File: config.mk
export PLATFORM = sky130hd
export DESIGN_NAME = snd_dac_ctrl
export DESIGN_NICKNAME = d
export VERILOG_FILES = /design/src/rtl/snd_dac_ctrl.sv
export SDC_FILE = /design/constraint.sdc
export NUM_CORES = 1
export LEC_CHECK = 0
export BUFFER_PORTS_ARGS = -buffer_cell sky130_fd_sc_hd__buf_4
export CORE_MARGIN = 2
export CORE_UTILIZATION = 36
export DETAILED_ROUTE_END_ITERATION = 7
export PLACE_DENSITY = 0.52
export SLEW_MARGIN = 20
export SYNTH_ARGS = -nofsm -noshare
export SYNTH_HDL_FRONTEND = slang
export SYNTH_SLANG_ARGS = --single-unit
export TNS_END_PERCENT = 1
File: constraint.sdc
create_clock -name i_clk -period 7.55 [get_ports i_clk]
set_input_delay 1.1325 -clock i_clk [delete_from_list [all_inputs] [get_ports i_clk]]
set_output_delay 1.1325 -clock i_clk [all_outputs]
set_load 0.005 [all_outputs]
File: src/rtl/snd_dac_ctrl.sv
// snd_dac_ctrl: feeds a sigma-delta DAC from two sample requesters.
//   A 4-entry FIFO is shared by two requesters under round-robin arbitration
//   when both are valid. One sample is popped per sample period. Samples are
//   converted from two's complement to excess-512. A mute state machine ramps
//   the output to and from midscale so that muting does not click.
// Ports:
//   i_clk, i_reset                   clock, synchronous active-high reset
//   i_a_valid/i_a_data/o_a_ready     requester A handshake (signed 10-bit)
//   i_b_valid/i_b_data/o_b_ready     requester B handshake (signed 10-bit)
//   i_mute                           1: ramp to midscale, 0: ramp back to audio
//   i_err_clr                        clears o_underrun
//   o_dac_in                         registered excess-512 DAC code
//   o_sample_tick                    one-cycle pulse per sample period
//   o_muted                          high while fully muted
//   o_underrun                       sticky: a tick found the FIFO empty
module snd_dac_ctrl #(
  parameter int RATE_DIV  = 256,
  parameter int RAMP_STEP = 4
) (
  input  logic       i_clk,
  input  logic       i_reset,
  input  logic       i_a_valid,
  input  logic [9:0] i_a_data,
  output logic       o_a_ready,
  input  logic       i_b_valid,
  input  logic [9:0] i_b_data,
  output logic       o_b_ready,
  input  logic       i_mute,
  input  logic       i_err_clr,
  output logic [9:0] o_dac_in,
  output logic       o_sample_tick,
  output logic       o_muted,
  output logic       o_underrun
);

  localparam int            CW       = $clog2(RATE_DIV);
  localparam logic [CW-1:0] CNT_LAST = CW'(RATE_DIV - 1);
  localparam logic [CW-1:0] CNT_PRE  = CW'(RATE_DIV - 2);
  localparam logic [10:0]   STEP     = 11'(RAMP_STEP);
  localparam logic [9:0]    MID      = 10'h200;

  typedef enum logic [1:0] {S_MUTED, S_RAMP_UP, S_RUN, S_RAMP_DOWN} state_t;

  logic [CW-1:0] r_cnt;
  logic          r_tick;
  logic [9:0]    r_mem [4];
  logic [1:0]    r_wr_ptr, r_rd_ptr;
  logic [2:0]    r_count;
  logic          r_prio;       // 0: A wins a contested grant, 1: B wins
  logic [9:0]    r_target;
  logic [9:0]    r_dac;
  logic          r_underrun;
  state_t        r_state, w_state_n;

  logic       w_full, w_empty, w_grant_a, w_grant_b, w_push, w_pop;
  logic [9:0] w_push_data, w_pop_code, w_new_target, w_goal, w_ramp_dac, w_dac_n;
  logic [10:0] w_dac11, w_goal11, w_dist, w_amt;
  logic       w_up, w_reach;

  // Tick is registered one cycle ahead so it coincides with r_cnt == RATE_DIV-1.
  always_ff @(posedge i_clk) begin
    if (i_reset) begin
      r_cnt  <= '0;
      r_tick <= 1'b0;
    end else begin
      r_cnt  <= (r_cnt == CNT_LAST) ? '0 : r_cnt + 1'b1;
      r_tick <= (r_cnt == CNT_PRE);
    end
  end

  // Arbitration uses the registered count, so a slot freed by a pop is only
  // offered on the following cycle.
  assign w_full      = (r_count == 3'd4);
  assign w_empty     = (r_count == 3'd0);
  assign w_grant_a   = !i_reset && !w_full && i_a_valid && (!i_b_valid || !r_prio);
  assign w_grant_b   = !i_reset && !w_full && i_b_valid && (!i_a_valid ||  r_prio);
  assign w_push      = w_grant_a || w_grant_b;
  assign w_push_data = w_grant_a ? i_a_data : i_b_data;
  assign w_pop       = r_tick && !w_empty;
  assign o_a_ready   = w_grant_a;
  assign o_b_ready   = w_grant_b;

  always_ff @(posedge i_clk) begin
    if (w_push) r_mem[r_wr_ptr] <= w_push_data;
  end

  always_ff @(posedge i_clk) begin
    if (i_reset) begin
      r_wr_ptr <= '0;
      r_rd_ptr <= '0;
      r_count  <= '0;
      r_prio   <= 1'b0;
    end else begin
      if (w_push) r_wr_ptr <= r_wr_ptr + 1'b1;
      if (w_pop)  r_rd_ptr <= r_rd_ptr + 1'b1;
      r_count <= r_count + {2'b0, w_push} - {2'b0, w_pop};
      if (w_push && i_a_valid && i_b_valid) r_prio <= !r_prio;
    end
  end

  // Two's complement to excess-512: flip the sign bit.
  assign w_pop_code   = {~r_mem[r_rd_ptr][9], r_mem[r_rd_ptr][8:0]};
  assign w_new_target = w_pop ? w_pop_code : r_target;

  // Shared ramp datapath: step toward the goal by min(STEP, distance).
  assign w_goal     = (r_state == S_RAMP_DOWN) ? MID : w_new_target;
  assign w_dac11    = {1'b0, r_dac};
  assign w_goal11   = {1'b0, w_goal};
  assign w_up       = (w_goal11 >= w_dac11);
  assign w_dist     = w_up ? (w_goal11 - w_dac11) : (w_dac11 - w_goal11);
  assign w_reach    = (w_dist <= STEP);
  assign w_amt      = w_reach ? w_dist : STEP;
  assign w_ramp_dac = w_up ? 10'(w_dac11 + w_amt) : 10'(w_dac11 - w_amt);

  // Mute-driven transitions are checked last so they override a ramp completing
  // in the same cycle.
  always_comb begin
    w_state_n = r_state;
    w_dac_n   = r_dac;
    case (r_state)
      S_MUTED: begin
        w_dac_n = MID;
        if (!i_mute) w_state_n = S_RAMP_UP;
      end
      S_RAMP_UP: begin
        if (r_tick) begin
          w_dac_n = w_ramp_dac;
          if (w_reach) w_state_n = S_RUN;
        end
        if (i_mute) w_state_n = S_RAMP_DOWN;
      end
      S_RUN: begin
        if (r_tick) w_dac_n = w_new_target;
        if (i_mute) w_state_n = S_RAMP_DOWN;
      end
      default: begin
        if (r_tick) begin
          w_dac_n = w_ramp_dac;
          if (w_reach) w_state_n = S_MUTED;
        end
        if (!i_mute) w_state_n = S_RAMP_UP;
      end
    endcase
  end

  always_ff @(posedge i_clk) begin
    if (i_reset) begin
      r_state    <= S_MUTED;
      r_dac      <= MID;
      r_target   <= MID;
      r_underrun <= 1'b0;
    end else begin
      r_state <= w_state_n;
      r_dac   <= w_dac_n;
      // Samples popped while muting or muted are dropped.
      if (w_pop && (r_state == S_RUN || r_state == S_RAMP_UP))
        r_target <= w_pop_code;
      if (r_tick && w_empty) r_underrun <= 1'b1;
      else if (i_err_clr)    r_underrun <= 1'b0;
    end
  end

  assign o_dac_in      = r_dac;
  assign o_sample_tick = r_tick;
  assign o_muted       = (r_state == S_MUTED);
  assign o_underrun    = r_underrun;

endmodule

Word-level counts from Yosys, hierarchy flattened
Memory sizes are Yosys's and may differ from the RTL's. A register that Yosys moved wholly into a read port is not among the register bits.
Cells that the tools add are included.
{"block": "op_classes", "add_sub_neg": 9, "order_cmp": 2, "n_eq_ne": 13, "muxes": 24, "n_bitwise": 1, "n_reduce_logical": 27}
{"operator": "10-bit 2-to-1 mux", "count": 7}
{"operator": "10-bit by 10-bit subtractor with 11-bit output", "count": 2}
{"operator": "2-bit 2-to-1 mux", "count": 10}
{"operator": "10-bit case mux with 2 select lines", "count": 1}
{"operator": "8-bit equality test, second input constant", "count": 2}
{"operator": "11-bit by 3-bit less-or-equal comparator with 1-bit output, second input constant", "count": 1}
{"operator": "11-bit 2-to-1 mux", "count": 1}
{"operator": "10-bit adder", "count": 1}
{"operator": "10-bit greater-or-equal comparator", "count": 1}
{"operator": "1-bit logical AND", "count": 10}
{"operator": "10-bit subtractor", "count": 1}
{"operator": "8-bit by 1-bit adder with 8-bit output, second input constant", "count": 1}
{"operator": "4-bit by 1-bit inequality test with 1-bit output, second input constant", "count": 2}
{"operator": "1-bit zero test", "count": 6}
{"operator": "2-bit inequality test, second input constant", "count": 3}
{"operator": "3-bit inequality test, second input constant", "count": 2}
{"operator": "2-bit case mux with 3 select lines", "count": 1}
{"operator": "6-bit AND reduction", "count": 1}
{"operator": "2-bit by 1-bit adder with 2-bit output, second input constant", "count": 2}
{"operator": "2-bit equality test, second input constant", "count": 2}
{"operator": "1-bit logical OR", "count": 4}
{"operator": "1-bit 2-to-1 mux", "count": 4}
{"operator": "2-bit nonzero test", "count": 2}
{"operator": "3-bit by 1-bit adder with 3-bit output", "count": 1}
{"operator": "other kinds (8)", "count": 8}
{"block": "totals", "reg_bits": 40, "ramBits": 40, "input_bits": 26, "memories": 1}
{"memory": "r_mem", "depth": 4, "width": 10, "read_ports": 1, "rd_ports_with_merged_regs": 1, "write_ports": 1, "line": "46", "rtl": "logic [9:0] r_mem [4];"}

Logic depth before layout (Yosys ltp)
{"block": "depth", "ltp_word": 13, "ltp_mapped": 33, "depth_no_buf": 32}

Worst setup path before layout
Ideal clock, no wire load.
{"block": "synth_path", "kind": "reg2reg", "start": "register with a tool-made name", "end": "register r_dac[9] (netlist: o_dac_in[9])", "setup_time_ns": 0.103, "t_arrival_ns": 6.117, "required_time_ns": 7.447, "slack_ns": 1.329, "path_stages_with_launch": 27, "period_less_slack_ns": 6.221, "cell_sequence": "dfxtp_1 clkbuf_1 mux4_2 mux2i_1 or2_2 inv_1 ha_1 and2b_1 o2111ai_1 a21oi_1 or4b_1 a211oi_2 o22ai_2 a211oi_1 or2b_1 ha_1 nand2_1 nand2_1 ha_1 a21o_1 a21oi_1 o21bai_1 a21oi_1 o21ai_0 a31oi_1 nor2b_1 a2111oi_2"}
{"element": "end signal, assigned", "line": "154", "rtl": "r_dac <= w_dac_n;"}
{"element": "end, declared", "line": "51", "rtl": "logic [9:0] r_dac;"}

Worst setup path in the final report
{"block": "layout_path", "start": "register r_count[1]", "end": "register r_dac[9] (netlist: o_dac_in[9])"}
{"block": "layout_between", "elab_chain_cells": 13}
{"element": "start, declared", "line": "48", "rtl": "logic [2:0] r_count;"}
{"element": "start signal, assigned", "line": "96", "rtl": "r_count <= r_count + {2'b0, w_push} - {2'b0, w_pop};"}
{"element": "3-bit zero test *", "line": "74", "rtl": "assign w_empty = (r_count == 3'd0);"}
{"element": "1-bit zero test *", "line": "79", "rtl": "assign w_pop = r_tick && !w_empty;"}
{"element": "1-bit logical AND *", "line": "79"}
{"element": "10-bit 2-to-1 mux *", "line": "103", "rtl": "assign w_new_target = w_pop ? w_pop_code : r_target;"}
{"element": "10-bit 2-to-1 mux", "line": "106", "rtl": "assign w_goal = (r_state == S_RAMP_DOWN) ? MID : w_new_target;"}
{"element": "10-bit by 10-bit subtractor with 11-bit output or 10-bit greater-or-equal comparator (tied branches)", "line": "110, 109"}
{"element": "11-bit 2-to-1 mux", "line": "110", "rtl": "assign w_dist = w_up ? (w_goal11 - w_dac11) : (w_dac11 - w_goal11);"}
{"element": "11-bit by 3-bit less-or-equal comparator with 1-bit output", "line": "111", "rtl": "assign w_reach = (w_dist <= STEP);"}
{"element": "10-bit 2-to-1 mux", "line": "112", "rtl": "assign w_amt = w_reach ? w_dist : STEP;"}
{"element": "10-bit subtractor or 10-bit adder (tied branches)", "line": "113", "rtl": "assign w_ramp_dac = w_up ? 10'(w_dac11 + w_amt) : 10'(w_dac11 - w_amt);"}
{"element": "10-bit 2-to-1 mux", "line": "113"}
{"element": "10-bit 2-to-1 mux", "line": "126, 137"}
{"element": "10-bit case mux with 2 select lines *", "line": "120", "rtl": "case (r_state)"}
Every way passes the cells marked *; elsewhere a longest branch is shown, timed or not. The select of a mux whose other input is x is not followed.
A chain may end at the register's enable or synchronous reset.

==> impl_metrics.ini <==
[drt]
drcViolationCount = 0
drt-total-wl_um = 11700
vias = 3814
wl_per_cell_um = 15.8
antenna_left = 0
routed_via_density = 5.14
first_pass_iters = 4
drt_iter0_drc = 161

[pwr]
power.density_nw_per_um2 = 289
total_power_w = 0.00171
peakVddDrop_mv = 0.104
p_leak_nw = 2.32

[logic_synthesis]
ys.flop_type = dfxtp_1
async_flop_share = 0
synth-seq-cells = 82
yosysTopAreaCell = edfxtp_1
synth_edf_count = 40
yosys_warnings = 0
netlist.area_leader.share = 0.231
synth.area.top_cells = edfxtp_1 23%, dfxtp_1 16%, ha_1 10%
yosysUniqueCellTypes = 68
syn_area_um2 = 5210
ys_seq_area_frac = 0.392
syn_area_per_cell_um2 = 9.90
syn_inst = 526
syn-num-nets = 598

[sta]
fmax_mhz = 147
fin_crit_sh = 0.899
fin_skew_ns = 0.00907
finalHoldViolations = 0
slew_viol_final = 0
rsz0062_at_grt = no
fin_setup_tns_ns = 0
relSlewSlack = 0.290
timing.final.ws_setup_ns = 0.762
setup_viol = 0
period_needed_ns = 6.79
worstMarginPinSlew_ns = 1.06

[grt]
busiest_layer = met2
grt_pass1_wl_um = 18900
grtUsageMet3 = 0.0292
grtUsageMet2 = 0.265
antenna_found_initial = 0
first_global_vias = 3672
met1_usage = 0.187
overflow = 0
grt_start_max_net_pins = 38
grt_usage = 0.152

[cts]
cts_tree = done
cts_buffers = 9
clk_pin_slew_ns = 0.06
h-tree-depth = 3
clock_path_buffers = 2
clk_latency_ns = 0.33
cts.sink_count = 82
cts_post_setup_buffers_inserted = 0
root_buffer = clkbuf_16

[worst_setup_path]
crit_type = flop to flop
critical_path.max_fanout = 14
cpPeakStageDelay_ns = 0.45
critPathSlowestCell = a31oi_4
worstSetupStartpointType = flop
required_ns = 7.78
cp_top_family = compound AO/OA/AOI/OAI gates
cp-end-kind = flop
crit_arrival_ns = 7.02
critPathBufInv = 4

[cells_and_area]
fin_area_um2 = 5920
nFillCells = 1408
diodes = 0
area_growth_pct = 13.6
nets = 629
drive_gt1_frac = 0.183
postLayoutCoreUtil = 0.423

[hold_path]
worstHoldPathType = flop to flop

[floorplanning]
die_h_um = 124
die_area_um2 = 15500
rows = 43
start_util = 0.372
core_um2 = 14000
io_pins = 41
die_x_um = 124

[placed_design]
hpwl_um = 9050
place_congestion = 0.867
placed_area_um2 = 5650
dp_slack_ns = 0.576
portBuffers = 40

[run]
drv_cap = 0

[status]
outcome = complete, no violations
## flip-flops by register name, summed over array words and instances, names as in the netlist, named ones only
name / flops
r_count: 3
r_prio: 1
o_underrun: 1
o_dac_in: 10
r_cnt: 8
o_sample_tick: 1
r_target: 10
r_mem: 40
r_wr_ptr: 2
r_rd_ptr: 2
r_state: 2
## power by group
group | switching [W] | internal (W) | leakage (nW)
clock | 0.000169 | 0.000221 | 0.115
combinational | 0.000461 | 0.000328 | 1.50
sequential | 0.0000279 | 0.000503 | 0.707
## timing repair
action	4_1_cts	5_1_grt
endpoints found under the hold margin	0	0
resized for setup	0	1
hold buffers	0	0
setup endpoints to repair	0	1
## final timing paths
check	cells past startpoint	start	slack, ns	end
worst max-delay path	29	r_count[1]	0.76	o_dac_in[9]
worst min-delay path	2	r_target[6]	0.45	r_target[6]
worst max register to register	29	r_count[1]	0.76	o_dac_in[9]
worst min register to register	2	r_target[6]	0.45	r_target[6]
## cells in the final DEF (no fill, tap or decap), types with 11 or more instances in the layout
| master | count |
|---|---|
| a21oi_1 | 40 |
| buf_4 | 44 |
| dfxtp_1 | 41 |
| edfxtp_1 | 40 |
| ha_1 | 42 |
| inv_1 | 42 |
| mux2i_1 | 19 |
| nand2_1 | 45 |
| nor2_1 | 44 |
| o21ai_0 | 17 |
| or2_2 | 11 |
| xnor2_1 | 15 |
## per-stage QoR
step	hold slack, ns	std cells
floorplan	0.435	526
global placement	0.441	726
detailed placement	0.446	726
CTS	0.455	742
global route	0.481	742
finish	0.453	742
## kinds of logic (layout without fill, tap and decap cells)
group | after synthesis | after routing | share of synthesized area
adder cells (fa/ha/maj) | 46 | 46 | 0.116
AND/OR/NAND/NOR | 150 | 150 | 0.142
multiplexers | 39 | 39 | 0.101
buffers and inverters | 68 | 104 | 0.0533
AO/OA/AOI/OAI | 118 | 118 | 0.157
flip-flops | 82 | 82 | 0.392
XOR/XNOR | 23 | 23 | 0.0387
## synthesized netlist by cell type (3+ instances only)
library cell  number
a211oi_1           8
a21o_1            10
a21oi_1           40
a31oi_1            9
and2_1             4
buf_1              4
buf_2              3
buf_4              3
clkbuf_1          13
dfxtp_1           42
edfxtp_1          40
fa_1               4
ha_1              42
inv_1             42
mux2_2            10
mux2i_1           19
mux4_2            10
nand2_1           45
nand3_1            8
nand4_1            5
nor2_1            44
nor2b_1            8
nor3_1             5
nor4_1             3
o21a_1             3
o21ai_0           17
o21bai_1           4
or2_2             11
xnor2_1           15
xor2_1             8
## worst min-delay path: stages, from the launching register on
cell and delay (ns):
dfxtp_1 0.31, nand2_1 0.05, a21oi_1 0.05
## routing by layer
metal / vias up / share of wire
met5: - / 0
met1: 1778 / 0.45
li1: 1938 / -
met4: 0 / 0.026
met3: 21 / 0.029
met2: 77 / 0.49
## final cells by class
cell class	instances	area [um2]	share of cell area
Clock inverter	5	31.3	0.00529
Timing Repair Buffer	44	330	0.0558
Clock buffer	11	233	0.0393
Multi-Input combinational cell	376	2890	0.488
Tap cell	180	225	0.0381
Sequential cell	82	2040	0.345
Inverter	44	165	0.0279
Note: power is estimated with default switching activity, not from simulation.
